$ cat src/rtl/booth_multiplier_if.sv
// Handshake and operand/result bundle between the ALU control side and booth_multiplier.
// The master drives start and the operands; the slave (the multiplier) returns the product and status.
interface booth_multiplier_if #(
  parameter int WIDTH = 8
);
  logic                 start;
  logic [WIDTH-1:0]     multiplicand;
  logic [WIDTH-1:0]     multiplier;
  logic [2*WIDTH-1:0]   product;
  logic                 done;
  logic                 busy;
  logic                 ovf;

  modport master (
    output start, multiplicand, multiplier,
    input  product, done, busy, ovf
  );

  modport slave (
    input  start, multiplicand, multiplier,
    output product, done, busy, ovf
  );
endinterface

$ cat src/rtl/booth_multiplier.sv
// Sequential radix-2 Booth multiplier: signed WIDTH x WIDTH -> 2*WIDTH, one Booth step per clock.
// Define BOOTH_OVF_EN to build the registered overflow flag; otherwise ovf is tied to 0.
module booth_multiplier #(
  parameter int WIDTH = 8
) (
  input  logic              clk,
  input  logic              reset,
  booth_multiplier_if.slave bus
);
  localparam int CW = (WIDTH > 1) ? $clog2(WIDTH) : 1;
  localparam int PW = 2 * WIDTH;

  typedef enum logic [1:0] {IDLE, RUN, DONE} state_t;

  state_t           state, state_nx;
  logic [WIDTH:0]   acc, acc_sum, acc_nx;
  logic [WIDTH-1:0] m_reg, q_reg, q_nx;
  logic             q_m1, q_m1_nx;
  logic [CW-1:0]    cnt;
  logic             accept, last_step;
  logic             busy_q, done_q;
  logic [PW-1:0]    product_q, product_fin;

  // done is asserted in the cycle after DONE; blocking accept there keeps a start
  // that coincides with the completion pulse from launching a new operation.
  assign accept      = (state == IDLE) && bus.start && !done_q;
  assign last_step   = (cnt == CW'(WIDTH - 1));
  assign product_fin = {acc[WIDTH-1:0], q_reg};

  always_comb begin
    state_nx = state;
    case (state)
      IDLE:    if (accept) state_nx = RUN;
      RUN:     if (last_step) state_nx = DONE;
      DONE:    state_nx = IDLE;
      default: state_nx = IDLE;
    endcase
  end

  always_ff @(posedge clk or posedge reset) begin
    if (reset) state <= IDLE;
    else       state <= state_nx;
  end

  always_comb begin
    acc_sum = acc;
    case ({q_reg[0], q_m1})
      2'b01:   acc_sum = acc + {m_reg[WIDTH-1], m_reg};
      2'b10:   acc_sum = acc - {m_reg[WIDTH-1], m_reg};
      default: acc_sum = acc;
    endcase
    {acc_nx, q_nx, q_m1_nx} = {acc_sum[WIDTH], acc_sum, q_reg};
  end

  always_ff @(posedge clk or posedge reset) begin
    if (reset) begin
      m_reg     <= '0;
      q_reg     <= '0;
      acc       <= '0;
      q_m1      <= 1'b0;
      cnt       <= '0;
      busy_q    <= 1'b0;
      done_q    <= 1'b0;
      product_q <= '0;
    end else begin
      busy_q <= (state_nx == RUN);
      done_q <= (state == DONE);
      case (state)
        IDLE: begin
          if (accept) begin
            m_reg <= bus.multiplicand;
            q_reg <= bus.multiplier;
            acc   <= '0;
            q_m1  <= 1'b0;
            cnt   <= '0;
          end
        end
        RUN: begin
          acc   <= acc_nx;
          q_reg <= q_nx;
          q_m1  <= q_m1_nx;
          cnt   <= cnt + 1'b1;
        end
        DONE:    product_q <= product_fin;
        default: ;
      endcase
    end
  end

  assign bus.product = product_q;
  assign bus.done    = done_q;
  assign bus.busy    = busy_q;

`ifdef BOOTH_OVF_EN
  logic           ovf_q;
  logic [WIDTH:0] top_bits;

  // Representable as WIDTH-bit signed only if the upper WIDTH+1 bits are a pure sign extension.
  assign top_bits = product_fin[PW-1:WIDTH-1];

  always_ff @(posedge clk or posedge reset) begin
    if (reset)              ovf_q <= 1'b0;
    else if (state == DONE) ovf_q <= !((&top_bits) || !(|top_bits));
  end

  assign bus.ovf = ovf_q;
`else
  assign bus.ovf = 1'b0;
`endif
endmodule

$ cat src/flat_wrapper.sv
// flat-port wrapper written by rule: the top's interface ports become plain ports
module booth_multiplier_flat 
#(
  parameter int WIDTH = 8
)
  (clk, reset, bus_start, bus_multiplicand, bus_multiplier, bus_product, bus_done, bus_busy, bus_ovf);
  booth_multiplier_if #(.WIDTH(WIDTH)) bus_i ();
  input  logic clk;
  input  logic reset;
  input wire logic [$bits(bus_i.start)-1:0] bus_start;
  input wire logic [$bits(bus_i.multiplicand)-1:0] bus_multiplicand;
  input wire logic [$bits(bus_i.multiplier)-1:0] bus_multiplier;
  output wire logic [$bits(bus_i.product)-1:0] bus_product;
  output wire logic [$bits(bus_i.done)-1:0] bus_done;
  output wire logic [$bits(bus_i.busy)-1:0] bus_busy;
  output wire logic [$bits(bus_i.ovf)-1:0] bus_ovf;
  assign bus_i.start = bus_start;
  assign bus_i.multiplicand = bus_multiplicand;
  assign bus_i.multiplier = bus_multiplier;
  assign bus_product = bus_i.product;
  assign bus_done = bus_i.done;
  assign bus_busy = bus_i.busy;
  assign bus_ovf = bus_i.ovf;
  booth_multiplier #(.WIDTH(WIDTH)) u_core (.clk(clk), .reset(reset), .bus(bus_i));
endmodule
$ cat config.mk
export PLATFORM = sky130hd
export DESIGN_NAME = booth_multiplier_flat
export DESIGN_NICKNAME = d
export VERILOG_FILES = /design/src/rtl/booth_multiplier_if.sv /design/src/rtl/booth_multiplier.sv /design/src/flat_wrapper.sv
export SDC_FILE = /design/constraint.sdc
export NUM_CORES = 1
export LEC_CHECK = 0
export BUFFER_PORTS_ARGS = -buffer_cell sky130_fd_sc_hd__buf_2
export CAP_MARGIN = 30
export CORE_ASPECT_RATIO = 0.9
export CORE_MARGIN = 2
export CORE_UTILIZATION = 56
export CTS_CLUSTER_DIAMETER = 120
export DETAILED_ROUTE_END_ITERATION = 16
export PLACE_DENSITY = 0.76
export SLEW_MARGIN = 10
export SYNTH_ARGS = -nofsm -noshare
export SYNTH_HDL_FRONTEND = slang
export SYNTH_SLANG_ARGS = --single-unit
$ cat constraint.sdc
create_clock -name clk -period 3.35 [get_ports clk]
set_clock_uncertainty 0.1 [all_clocks]
set_input_delay 0.67 -clock clk [delete_from_list [all_inputs] [get_ports clk]]
set_output_delay 0.67 -clock clk [all_outputs]
set_load 0.05 [all_outputs]
==> flow_summary.toml <==
[final_layout]
antennaDiodeCount = 0
areaGrowthSynthToFinish_pct = 14.1
largest_reg_flops = 16
regArea_um2 = 1200
fillCellCount = 336
multiInputGateArea_um2 = 1170
finalNetCount = 299
drive_gt1_share_pct = 28.0

[synth]
syn_area_um2 = 2470
ys_async_sr_fraction_pct = 100
synth_top_cell_by_area = "dfrtp_1"
yosysTopAreaCellShare_pct = 48.7
yosys.cell_count.top_type = "dfrtp_1"
synth_seq_area_share_pct = 48.7
yosys_warnings = 0
postSynthCellCount = 232
avgSynthCellArea_um2 = 10.6
synth_edf_count = 0
synthFlopType = "dfrtp_1"
synth_area_leaders = "dfrtp_1 49%, mux2_2 9.1%, ha_1 6.1%"
synth_seq_cells = 48
synth_cell_types = 38
synth_nets = 264
ys_top_cells_by_count = "48 x dfrtp_1, 26 x nand2_1, 26 x o21ai_0"

[critical_path]
worstSetupPathType = "flip-flop to flip-flop"
cp_max_fo = 9
path_cells = "inv_1, ha_1, mux2_2, fa_1, nor2b_4, o2111ai_2, a32oi_2, xnor2_1, or4_1, nand3_1"
crit_slowest_cell = "fa_1"
cp-start-kind = "flip-flop"
endpoint_kind = "flip-flop"
required_ps = 3490
slowest_delay_ps = 450
arrival_ps = 3040

[floorplan]
die_w_um = 74.0
start_util_pct = 59.4
fp.dieH_um = 67.0
num_rows = 22
core_area_um2 = 4160
io_pins = 38
die_area_um2 = 4960

[clock_network]
cts_tree = "yes"
cts-buffers-inserted = 5
clock_latency_ps = 300
cts_resized = 0
clk_path_buf_depth = 2
holdBufCountCts = 0
clock_sinks = 48
cts_root_buffer = "clkbuf_8"
clk_pin_slew_worst_paths_ps = 90
cts_setup_buffers = 0
cts-htree-levels = 2

[grt]
grt_max_degree = 31
antenna_found_initial = 0
grt_util_all_layers_pct = 21.8
grt_pass1_vias = 1641
grt_pass1_wl_mm = 7.92
overflow = 0

[sta]
finalCriticalPeriod_ps = 2900
slew_viol_final = 0
tightest_slew_ps = 836
finalSetupTns_ps = 0
relSlewSlack_pct = 44.3
rsz0062_at_grt = "false"
final_hold_viol_count = 0
clock.fmax_mhz = 345
min_period_over_period_pct = 86.6
finalSetupViolations = 0

[detailed_routing]
viasPerCell = 5.29
drtPass1Iterations = 4
drt_iter0_markers = 85
ant_nets = 0
vias = 1734
wire_per_inst_um = 13.9
post-route-drc-count = 0
wirelength_mm = 4.56

[place]
place_congestion = 0.831
io_buffer_count = 36
post-dp-hpwl_mm = 3.46

[min_path]
hold_class = "input port to async pin"

[job]
maxCapViolCount = 0

[run_status]
outcome = "completed"
-- through the flow --
step	hold WS (ps)	setup slack, ps	instance area, µm²	utilization, %	instances
5_1_grt	267	276	2820	67.8	328
3_5_place_dp	365	444	2710	65.2	319
6_report	249	448	2820	67.8	328
2_1_floorplan	367	570	2470	-	232
4_1_cts	258	427	2800	67.4	327
3_3_place_gp	359	579	2690	64.7	318
-- per-layer routing --
layer / vias up / track usage [%] / wire length (µm)
li1: 883 / - / -
met1: 801 / 31.7 / 2300
met2: 43 / 32.6 / 2000
met3: 7 / 4.54 / 203
met4: 0 / 6.82 / 59
met5: - / 0 / 0
-- kinds of logic (layout without fill, tap and decap cells) --
kind of cell             count (synthesis)  count (layout)  synth area share [%]
AO/OA/AOI/OAI                           51              51                  13.1
buffers and inverters                   24              60                  3.95
other                                    1               1                 0.152
multiplexers                            27              27                  12.0
flip-flops                              48              48                  48.7
XOR/XNOR                                12              12                  4.26
adder cells (fa/ha/maj)                 13              13                  6.89
AND/OR/NAND/NOR                         56              56                  11.0
-- area by class of cell --
type | instances | share of cell area, %
Clock inverter | 1 | 0.266
Multi-Input combinational cell | 160 | 41.6
Timing Repair Buffer | 40 | 8.17
Clock buffer | 7 | 3.06
Tap cell | 60 | 2.66
Sequential cell | 48 | 42.6
Inverter | 12 | 1.60
-- cells in the final DEF (no fill, tap or decap), drive strengths merged, types with 4 or more instances in the layout --
cell	instances
nor3	4
a32oi	5
clkbuf	7
mux2	20
buf	40
nor2	10
dfrtp	48
ha	12
nor2b	4
mux2i	7
o21ai	26
a21oi	6
nand2b	5
xnor2	11
inv	12
nand2	26
-- path summary, 6_finish.rpt --
kind                                  startpoint               endpoint  slack [ps]  cells past startpoint
min reg2reg                u_core.bus.product[9]  u_core.bus.product[9]         380                      2
min                                        reset  u_core.bus.product[1]         250                      2
max in group asynchronous                  reset        u_core.m_reg[6]        2400                      3
max reg2reg                          u_core.q_m1          u_core.acc[7]         450                     10
min in group clk           u_core.bus.product[9]  u_core.bus.product[9]         380                      2
max                                  u_core.q_m1          u_core.acc[7]         450                     10
-- critical path, delay by kind of cell (launching register included) --
family	cells	cell delay, ps
AOI/OAI and AO/OA	2	360
and+or+nand+nor	3	640
DFF	1	370
buffers and inverters	1	70
xor gates and xnor gates	1	110
adders and majority gates	2	760
muxes	1	410
Power is left out: the tool's default activity adds up to more than one toggle a clock period on the data nets, which glitch-free logic cannot reach.
